===== src/rtl/gpio_pkg.sv =====
// gpio_pkg: shared constants for the GPIO pin bank.
//   - 6-bit byte addresses of the register map
//   - register reset value
//   - per-pin interrupt mode encodings (INT_TYPE / INT_POLARITY bits)
package gpio_pkg;

  localparam int ADDR_W = 6;

  localparam logic [ADDR_W-1:0] ADDR_DIRECTION     = 6'h04;
  localparam logic [ADDR_W-1:0] ADDR_OUTPUT_ENABLE = 6'h08;
  localparam logic [ADDR_W-1:0] ADDR_OUTPUT_VALUE  = 6'h0C;
  localparam logic [ADDR_W-1:0] ADDR_INPUT_VALUE   = 6'h10;
  localparam logic [ADDR_W-1:0] ADDR_OUT_SET       = 6'h14;
  localparam logic [ADDR_W-1:0] ADDR_OUT_CLR       = 6'h18;
  localparam logic [ADDR_W-1:0] ADDR_INT_ENABLE    = 6'h1C;
  localparam logic [ADDR_W-1:0] ADDR_INT_STATUS    = 6'h20;
  localparam logic [ADDR_W-1:0] ADDR_INT_TYPE      = 6'h24;
  localparam logic [ADDR_W-1:0] ADDR_INT_POLARITY  = 6'h28;
  localparam logic [ADDR_W-1:0] ADDR_INT_ANY_EDGE  = 6'h2C;
  localparam logic [ADDR_W-1:0] ADDR_FILTER_ENABLE = 6'h30;

  // Every register and flop in the bank clears to zero; sliced to WIDTH at use.
  localparam logic [31:0] RESET_VALUE = 32'h0;

  localparam logic INT_TYPE_EDGE     = 1'b0;
  localparam logic INT_TYPE_LEVEL    = 1'b1;
  localparam logic INT_POL_RISE_HIGH = 1'b0;  // edge: rising, level: high
  localparam logic INT_POL_FALL_LOW  = 1'b1;  // edge: falling, level: low

endpackage


===== src/rtl/gpio_in_filter.sv =====
// gpio_in_filter: input path of the pin bank.
//   clk_i, rst_ni  clock and asynchronous active-low reset
//   pin_i          asynchronous pin inputs
//   filter_en_i    per-pin glitch filter enable
//   value_o        filtered, synchronised pin state (INPUT_VALUE)
//   rise_o/fall_o  raw edges: next INPUT_VALUE differs from the current one
module gpio_in_filter #(
  parameter int WIDTH        = 16,
  parameter int SYNC_STAGES  = 2,
  parameter int FILTER_DEPTH = 3
) (
  input  logic             clk_i,
  input  logic             rst_ni,
  input  logic [WIDTH-1:0] pin_i,
  input  logic [WIDTH-1:0] filter_en_i,
  output logic [WIDTH-1:0] value_o,
  output logic [WIDTH-1:0] rise_o,
  output logic [WIDTH-1:0] fall_o
);
  import gpio_pkg::*;

  logic [WIDTH-1:0] sync_q [SYNC_STAGES];
  logic [WIDTH-1:0] hist_q [FILTER_DEPTH-1];
  logic [WIDTH-1:0] value_q, value_d;
  logic [WIDTH-1:0] sync_last, all_one, all_zero;

  assign sync_last = sync_q[SYNC_STAGES-1];

  always_ff @(posedge clk_i or negedge rst_ni) begin
    if (!rst_ni) begin
      for (int s = 0; s < SYNC_STAGES; s++) sync_q[s] <= RESET_VALUE[WIDTH-1:0];
      for (int h = 0; h < FILTER_DEPTH-1; h++) hist_q[h] <= RESET_VALUE[WIDTH-1:0];
      value_q <= RESET_VALUE[WIDTH-1:0];
    end else begin
      sync_q[0] <= pin_i;
      for (int s = 1; s < SYNC_STAGES; s++) sync_q[s] <= sync_q[s-1];
      // History shifts unconditionally so enabling the filter needs no refill.
      hist_q[0] <= sync_last;
      for (int h = 1; h < FILTER_DEPTH-1; h++) hist_q[h] <= hist_q[h-1];
      value_q <= value_d;
    end
  end

  always_comb begin
    all_one  = sync_last;
    all_zero = ~sync_last;
    for (int h = 0; h < FILTER_DEPTH-1; h++) begin
      all_one  = all_one & hist_q[h];
      all_zero = all_zero & ~hist_q[h];
    end
    // Uniform window passes its value; a mixed window holds the current state.
    value_d = (filter_en_i & (all_one | (value_q & ~all_zero)))
            | (~filter_en_i & sync_last);
  end

  assign value_o = value_q;
  assign rise_o  = value_d & ~value_q;
  assign fall_o  = ~value_d & value_q;

endmodule


===== src/rtl/gpio_param_subunit.sv =====
// gpio_param_subunit: parametrised GPIO pin bank behind the APB decode.
//   pclk, n_reset       clock and asynchronous active-low reset
//   read, write, addr   single-cycle register strobes, word-aligned byte address
//   wdata / rdata       write data / registered read data (1-cycle latency)
//   pin_in              asynchronous pin inputs
//   tri_state_enable    DFT force of pin_oe_n high
//   pin_out, pin_oe_n   pin drive value and active-low output enable
//   interrupt, irq      per-pin masked status and its OR
module gpio_param_subunit
  import gpio_pkg::*;
#(
  parameter int WIDTH        = 16,
  parameter int SYNC_STAGES  = 2,
  parameter int FILTER_DEPTH = 3
) (
  input  logic              pclk,
  input  logic              n_reset,
  input  logic              read,
  input  logic              write,
  input  logic [ADDR_W-1:0] addr,
  input  logic [WIDTH-1:0]  wdata,
  input  logic [WIDTH-1:0]  pin_in,
  input  logic [WIDTH-1:0]  tri_state_enable,
  output logic [WIDTH-1:0]  rdata,
  output logic [WIDTH-1:0]  pin_out,
  output logic [WIDTH-1:0]  pin_oe_n,
  output logic [WIDTH-1:0]  interrupt,
  output logic              irq
);

  logic [WIDTH-1:0] dir_q, dir_d, oe_q, oe_d, out_q, out_d, ien_q, ien_d;
  logic [WIDTH-1:0] stat_q, stat_d, type_q, type_d, pol_q, pol_d;
  logic [WIDTH-1:0] any_q, any_d, fen_q, fen_d, rdata_q, rdata_d;
  logic [WIDTH-1:0] in_val, in_rise, in_fall, evt, trigger, w1c;

  gpio_in_filter #(
    .WIDTH       (WIDTH),
    .SYNC_STAGES (SYNC_STAGES),
    .FILTER_DEPTH(FILTER_DEPTH)
  ) u_in_filter (
    .clk_i      (pclk),
    .rst_ni     (n_reset),
    .pin_i      (pin_in),
    .filter_en_i(fen_q),
    .value_o    (in_val),
    .rise_o     (in_rise),
    .fall_o     (in_fall)
  );

  always_comb begin
    evt = '0;
    for (int i = 0; i < WIDTH; i++) begin
      if (type_q[i] == INT_TYPE_EDGE) begin
        if (any_q[i])                           evt[i] = in_rise[i] | in_fall[i];
        else if (pol_q[i] == INT_POL_RISE_HIGH) evt[i] = in_rise[i];
        else                                    evt[i] = in_fall[i];
      end else begin
        evt[i] = (pol_q[i] == INT_POL_FALL_LOW) ? ~in_val[i] : in_val[i];
      end
    end
  end

  // Output pins never raise interrupts.
  assign trigger = evt & dir_q;
  assign w1c     = (write && (addr == ADDR_INT_STATUS)) ? wdata : '0;

  always_comb begin
    dir_d  = dir_q;
    oe_d   = oe_q;
    out_d  = out_q;
    ien_d  = ien_q;
    type_d = type_q;
    pol_d  = pol_q;
    any_d  = any_q;
    fen_d  = fen_q;
    if (write) begin
      case (addr)
        ADDR_DIRECTION:     dir_d  = wdata;
        ADDR_OUTPUT_ENABLE: oe_d   = wdata;
        ADDR_OUTPUT_VALUE:  out_d  = wdata;
        ADDR_OUT_SET:       out_d  = out_q | wdata;
        ADDR_OUT_CLR:       out_d  = out_q & ~wdata;
        ADDR_INT_ENABLE:    ien_d  = wdata;
        ADDR_INT_TYPE:      type_d = wdata;
        ADDR_INT_POLARITY:  pol_d  = wdata;
        ADDR_INT_ANY_EDGE:  any_d  = wdata;
        ADDR_FILTER_ENABLE: fen_d  = wdata;
        default: ;
      endcase
    end
    // Set beats a simultaneous clear, so a persisting level re-asserts.
    stat_d = (stat_q & ~w1c) | trigger;
  end

  always_comb begin
    rdata_d = '0;
    if (read) begin
      case (addr)
        ADDR_DIRECTION:     rdata_d = dir_q;
        ADDR_OUTPUT_ENABLE: rdata_d = oe_q;
        ADDR_OUTPUT_VALUE:  rdata_d = out_q;
        ADDR_INPUT_VALUE:   rdata_d = in_val;
        ADDR_INT_ENABLE:    rdata_d = ien_q;
        ADDR_INT_STATUS:    rdata_d = stat_q;
        ADDR_INT_TYPE:      rdata_d = type_q;
        ADDR_INT_POLARITY:  rdata_d = pol_q;
        ADDR_INT_ANY_EDGE:  rdata_d = any_q;
        ADDR_FILTER_ENABLE: rdata_d = fen_q;
        default:            rdata_d = '0;
      endcase
    end
  end

  always_ff @(posedge pclk or negedge n_reset) begin
    if (!n_reset) begin
      dir_q   <= RESET_VALUE[WIDTH-1:0];
      oe_q    <= RESET_VALUE[WIDTH-1:0];
      out_q   <= RESET_VALUE[WIDTH-1:0];
      ien_q   <= RESET_VALUE[WIDTH-1:0];
      stat_q  <= RESET_VALUE[WIDTH-1:0];
      type_q  <= RESET_VALUE[WIDTH-1:0];
      pol_q   <= RESET_VALUE[WIDTH-1:0];
      any_q   <= RESET_VALUE[WIDTH-1:0];
      fen_q   <= RESET_VALUE[WIDTH-1:0];
      rdata_q <= RESET_VALUE[WIDTH-1:0];
    end else begin
      dir_q   <= dir_d;
      oe_q    <= oe_d;
      out_q   <= out_d;
      ien_q   <= ien_d;
      stat_q  <= stat_d;
      type_q  <= type_d;
      pol_q   <= pol_d;
      any_q   <= any_d;
      fen_q   <= fen_d;
      rdata_q <= rdata_d;
    end
  end

  assign rdata     = rdata_q;
  assign pin_out   = out_q;
  assign pin_oe_n  = ~(oe_q & ~dir_q) | tri_state_enable;
  assign interrupt = stat_q & ien_q;
  assign irq       = |interrupt;

endmodule

===== config.mk =====
export PLATFORM = sky130hd
export DESIGN_NAME = gpio_param_subunit
export DESIGN_NICKNAME = d
export VERILOG_FILES = /design/src/rtl/gpio_pkg.sv /design/src/rtl/gpio_in_filter.sv /design/src/rtl/gpio_param_subunit.sv
export SDC_FILE = /design/constraint.sdc
export NUM_CORES = 1
export LEC_CHECK = 0
export ABC_AREA = 1
export CAP_MARGIN = 20
export CORE_UTILIZATION = 51
export DETAILED_ROUTE_END_ITERATION = 6
export GPL_ROUTABILITY_DRIVEN = 0
export PLACE_DENSITY_LB_ADDON = 0.08
export SYNTH_ARGS = -nofsm -noshare
export SYNTH_HDL_FRONTEND = slang
export SYNTH_SLANG_ARGS = --single-unit

===== constraint.sdc =====
create_clock -name pclk -period 1.6 [get_ports pclk]
set_input_delay 0.16 -clock pclk [delete_from_list [all_inputs] [get_ports pclk]]
set_output_delay 0.16 -clock pclk [all_outputs]
set_load 0.01 [all_outputs]

**Word-level counts from Yosys, hierarchy flattened**

Index checks and enable logic that the tools add are counted.

- Bits in registers: 240
- Output and inout port bits: 65

- Eq/ne operators: 12
- Multiplexer cells: 68
- Bitwise gates (word level): 62
- Reductions and logical operators: 11

Operators with widths:

| cell | number |
|---|---|
| $and 16x16->16 | 14 |
| $not 16->16 | 11 |
| $pmux 16 s10 | 1 |
| $or 16x16->16 | 5 |
| $mux 1 | 64 |
| $pmux 16 s3 | 1 |
| $mux 16 | 2 |
| $eq 6x6->1 const B | 5 |
| $eq 6x5->1 const B | 4 |
| $not 1->1 | 16 |
| $or 1x1->1 | 16 |
| $reduce_and 2->1 | 8 |
| $reduce_or 16->1 | 1 |
| $eq 6x4->1 const B | 2 |
| $eq 6x3->1 const B | 1 |
| $reduce_bool 3->1 | 1 |
| $logic_and 1x1->1 | 1 |

**Longest topological paths before layout**

- Depth after elaboration: 15
- Depth in mapped cells: 11
- Depth with buffers taken out: 11

**Modules after synthesis**

Synthesis repeated with hierarchy kept, for this count alone.

- Cell total of the unflattened synthesis: 1292
- Area, all modules: 10985.5 µm²

By module, submodules not included:

| module | instances | cells an instance | area each (µm²) |
|---|---|---|---|
| gpio_param_subunit | 1 | 1036 | 8303.0 |
| gpio_in_filter | 1 | 256 | 2682.6 |

**Worst setup path after synthesis**

OpenSTA, ideal clock, no wires.

- Path kind: register -> register
- From: register u_in_filter.hist_q[10] (netlist name)
- To: register stat_q[10]
- Data arrival time: 1.451 ns
- Path slack: 0.029 ns
- Cell stages (with the launch flop): 11
- Clock period less this slack: 1.571 ns
- Cells stage by stage: dfrtp_1 or2_2 a21oi_1 or2_2 inv_1 ha_1 inv_1 a21oi_1 o31ai_1 nand3_1 nand2_1

- Word-level cells in the longest chain between the ends: 14

RTL lines:

| element | RTL line | text |
|---|---|---|
| start: declaration | gpio_in_filter.sv:23 | `logic [WIDTH-1:0] hist_q [FILTER_DEPTH-1];` |
| $not 16->16 | gpio_in_filter.sv:49 | `all_zero = all_zero & ~hist_q[h];` |
| $and 16x16->16 | gpio_in_filter.sv:49 |  |
| $not 16->16 | gpio_in_filter.sv:52 | `value_d = (filter_en_i & (all_one \| (value_q & ~all_zero)))` |
| $and 16x16->16 | gpio_in_filter.sv:52 |  |
| $or 16x16->16 * | gpio_in_filter.sv:52 |  |
| $and 16x16->16 * | gpio_in_filter.sv:52 |  |
| $or 16x16->16 * | gpio_in_filter.sv:53 | `\| (~filter_en_i & sync_last);` |
| named net u_in_filter.value_d[10] | gpio_in_filter.sv:24 | `logic [WIDTH-1:0] value_q, value_d;` |
| $not 16->16 | gpio_in_filter.sv:58 | `assign fall_o = ~value_d & value_q;` |
| $and 16x16->16 | gpio_in_filter.sv:58 |  |
| $mux 1 / $or 1x1->1 (equally long branches) | gpio_param_subunit.sv:55, gpio_param_subunit.sv:54 |  |
| $mux 1 * | gpio_param_subunit.sv:54 | `if (any_q[i]) evt[i] = in_rise[i] \| in_fall[i];` |
| $mux 1 * | gpio_param_subunit.sv:53 | `if (type_q[i] == INT_TYPE_EDGE) begin` |
| $and 16x16->16 * | gpio_param_subunit.sv:64 | `assign trigger = evt & dir_q;` |
| $or 16x16->16 * | gpio_param_subunit.sv:92 | `stat_d = (stat_q & ~w1c) \| trigger;` |
| named net stat_d[10] | gpio_param_subunit.sv:32 | `logic [WIDTH-1:0] stat_q, stat_d, type_q, type_d, pol_q, pol_d;` |
| end signal: assignment | gpio_param_subunit.sv:120 | `stat_q <= RESET_VALUE[WIDTH-1:0];` |
| end signal: assignment | gpio_param_subunit.sv:131 | `stat_q <= stat_d;` |
| end: declaration | gpio_param_subunit.sv:32 |  |

The timed path passes the listed nets; every way through them passes the cells marked *.
A chain may end at the register's enable or synchronous reset.

**Final worst setup path**

- From: register stat_q[1]
- To: output port irq

- Word-level cells in the longest chain between the ends: 2

RTL lines:

| element | RTL line | text |
|---|---|---|
| $and 16x16->16 | gpio_param_subunit.sv:143 | `assign interrupt = stat_q & ien_q;` |
| $reduce_or 16->1 | gpio_param_subunit.sv:144 | `assign irq = \|interrupt;` |
| end: declaration | gpio_param_subunit.sv:28 | `output logic irq` |

No other way between the ends.

==> insert_results.sql <==
INSERT INTO impl_metrics (metric_group, metric, value, unit) VALUES
('floorplanning', 'core', '22000', 'µm²'),
('global_routing', 'grt_start_max_net_pins', '46', ''),
('detailed_routing', 'drt_first_iter_violations', '1039', ''),
('clocking', 'numCtsBuffers', '26', ''),
('power', 'power_leakage', '7.80', 'nW'),
('power', 'worst_vdd_drop', '1.03', 'mV'),
('placement', 'port_buffers', '122', ''),
('clocking', 'register_clock_pin_slew_on_the_reported_worst_setup_and_hold_paths', '0.07', 'ns'),
('logic_synthesis', 'synth-seq-cells', '240', ''),
('layout', 'finalNonFillerCells', '2000', ''),
('sta', 'max-slew-margin-rel', '0.730', ''),
('placement', 'dpl.hpwl', '24300', 'µm'),
('logic_synthesis', 'synth_top_area_frac', '0.521', ''),
('run_status', 'status', 'finished with violations', ''),
('floorplanning', 'num_rows', '54', ''),
('logic_synthesis', 'yosys-top-cells-area', 'sky130_fd_sc_hd__dfrtp_1 (52%), sky130_fd_sc_hd__nand2_1 (10%), sky130_fd_sc_hd__nand3_1 (7.3%)', ''),
('sta', 'hold_violations', '0', ''),
('clocking', 'clock_sinks', '240', ''),
('power', 'switching_share', '0.288', ''),
('detailed_routing', 'route.vias.total', '11438', ''),
('flow_run', 'maxCapViolations', '0', ''),
('logic_synthesis', 'synth_top_area_cell', 'sky130_fd_sc_hd__dfrtp_1', ''),
('logic_synthesis', 'share_of_synthesized_area_occupied_by_flip_flops_and_latches', '0.521', ''),
('critical_path', 'critical-path-top-delay-family', 'simple AND/OR/NAND/NOR gates', ''),
('layout', 'finish.utilization', '0.748', ''),
('critical_path', 'worstPathArrival', '1.82', 'ns'),
('clocking', 'tritoncts', 'yes', ''),
('critical_path', 'cp_data_required_time', '1.44', 'ns'),
('detailed_routing', 'detailedRoute.firstPassIterationCount', '7', ''),
('sta', 'report.final.slew_viol_count', '0', ''),
('layout', 'regMostFlops', 'u_in_filter.hist_q', ''),
('clocking', 'worstSkewPairLatency', '0.54', 'ns'),
('layout', 'flip_flop_count_of_the_largest_register_after_layout', '32', ''),
('detailed_routing', 'routedWlPerCell', '18.7', 'µm'),
('sta', 'fmax', '504', 'MHz'),
('floorplanning', 'total_die_area', '23200', 'µm²'),
('floorplanning', 'start_util', '0.525', ''),
('layout', 'layout.nets', '1791', ''),
('run_status', 'failed_checks', 'DRC, setup timing', ''),
('logic_synthesis', 'synth_commonest_cells', 'sky130_fd_sc_hd__nand2_1 (314), sky130_fd_sc_hd__dfrtp_1 (240), sky130_fd_sc_hd__nand3_1 (169), sky130_fd_sc_hd__o21ai_0 (138), sky130_fd_sc_hd__inv_1 (119)', ''),
('sta', 'final.hold.worst_slack', '0.0472', 'ns'),
('logic_synthesis', 'synth_ff_type', 'sky130_fd_sc_hd__dfrtp_1', ''),
('logic_synthesis', 'synth.net_count', '1467', ''),
('critical_path', 'worstPathBufferInverterCount', '3', ''),
('detailed_routing', 'vias_per_cell', '5.72', ''),
('critical_path', 'crit_fanout', '2', ''),
('global_routing', 'grt_pass1_vias', '10846', ''),
('critical_path', 'path_cells', 'nand2_1, inv_2, nor4_2, buf_4, nand4_1, buf_2', ''),
('sta', 'finalCritPeriodShare', '1.24', ''),
('critical_path', 'start_kind', 'flip-flop', ''),
('power', 'power-per-cell-area', '1090', 'nW/µm²'),
('sta', 'timing.final.setup_violations', '19', ''),
('power', 'power.sequential.fraction', '0.415', ''),
('critical_path', 'crit_path_top_delay_cell', 'sky130_fd_sc_hd__dfrtp_1', ''),
('layout', 'syn_to_final_growth', '42.7', '%'),
('detailed_routing', 'drc', '8', ''),
('clocking', 'cts_buffer_depth', '3', ''),
('logic_synthesis', 'ys_async_sr_fraction', '1.00', ''),
('global_routing', 'grt_first_pass_wirelength', '58600', 'µm'),
('global_routing', 'grt_util_all_layers', '0.323', ''),
('detailed_routing', 'drtAntennaViolNets', '0', ''),
('critical_path', 'critical_path.max_stage_delay', '0.38', 'ns'),
('floorplanning', 'die_height', '152', 'µm'),
('power', 'power_report.internal_total', '0.0127', 'W'),
('logic_synthesis', 'synth-edff-count', '0', ''),
('sta', 'worst_slack', '-0.383', 'ns'),
('floorplanning', 'floorplan.die.width', '152', 'µm'),
('placement', 'dp.cells', '1896', ''),
('sta', 'worstMarginPinSlew', '0.406', 'ns'),
('floorplanning', 'num_io_pins', '123', ''),
('critical_path', 'critPathCaptureType', 'output pin', '');
## path summary, 6_finish.rpt
path	to	cells after the start	start	slack, ns
worst max-delay path	irq	6	stat_q[1]	-0.38
max in group asynchronous	pin_out[12]	3	n_reset	0.86
worst max register to register	stat_q[8]	10	u_in_filter.hist_q[8]	-0.11
worst min-delay path	u_in_filter.sync_q[25]	1	pin_in[9]	0.05
worst min register to register	u_in_filter.sync_last[11]	0	u_in_filter.sync_q[27]	0.35
min in group asynchronous	u_in_filter.hist_q[18]	2	n_reset	0.12
## repair_timing
item | 4_1_cts | 5_1_grt
hold buffers | 1 | 0
pin swaps | 106 | 88
buffers inserted | 47 | 12
endpoints found under the setup margin | 71 | 68
gates resized for setup | 307 | 69
hold endpoints to repair | 240 | 0
## kinds of logic (layout without fill, tap and decap cells)
logic type,count (synthesis),count (layout),synth area share
AND/OR/NAND/NOR,696,696,0.279
flip-flops,240,240,0.521
AO/OA/AOI/OAI,224,224,0.101
buffers and inverters,185,528,0.0644
adder cells (fa/ha/maj),32,32,0.0348
## final cells by class
class                           count  area, µm²
Tap cell                          280        350
Timing Repair Buffer              356       3200
Clock inverter                     16        244
Multi-Input combinational cell    952       5430
Fill cell                        1642       5530
Inverter                          125        507
Clock buffer                       31        679
Sequential cell                   240       6010
## per-stage QoR
stage,total power [W],TNS [ns],cell area [µm²],setup slack [ns]
3_5_place_dp,0.0107,-47.98,14400,-0.503
2_1_floorplan,0.00877,0,11500,0.0286
4_1_cts,0.0177,-1.34,16200,-0.386
6_report,0.0179,-1.24,16400,-0.383
3_3_place_gp,0.0106,-41.44,14400,-0.379
5_1_grt,0.0187,-2.96,16400,-0.479
## per-layer routing
layer  vias up  part of all wire  GRT usage
met5         -                 0          0
met4         0             0.033      0.115
met3       102             0.096     0.0569
met2       607              0.46      0.510
met1      5466              0.41      0.449
li1       5263                 -          -
## power by group through the flow
stage,logic [W],clock network (W),registers (W)
3_5_place_dp,0.00321,0,0.00749
3_3_place_gp,0.00313,0,0.00747
6_report,0.00398,0.00650,0.00742
4_1_cts,0.00376,0.00659,0.00736
2_1_floorplan,0.00137,0,0.00740
5_1_grt,0.00436,0.00682,0.00749
## cell usage in the layout (no fill, tap or decap), types with 16 or more instances in the layout
master                            synthesis  layout
sky130_fd_sc_hd__nand4_1                 66      66
sky130_fd_sc_hd__or2_4                    0      32
sky130_fd_sc_hd__o21ai_0                138     138
sky130_fd_sc_hd__nand2_1                314     300
sky130_fd_sc_hd__dfrtp_1                240     233
sky130_fd_sc_hd__inv_2                    5      30
sky130_fd_sc_hd__nor2_1                  85      81
sky130_fd_sc_hd__buf_4                    5     203
sky130_fd_sc_hd__a21oi_1                 64      24
sky130_fd_sc_hd__a21oi_2                  0      40
sky130_fd_sc_hd__nand3_1                169     169
sky130_fd_sc_hd__dlygate4sd2_1            0      22
sky130_fd_sc_hd__ha_4                     0      22
sky130_fd_sc_hd__buf_6                    0      30
sky130_fd_sc_hd__or3b_4                   0      16
sky130_fd_sc_hd__buf_12                   0      19
sky130_fd_sc_hd__inv_1                  119      79
sky130_fd_sc_hd__clkdlybuf4s50_1          0      65
sky130_fd_sc_hd__clkbuf_16                0      26
No activity file was read; power rests on OpenSTA's default activity.
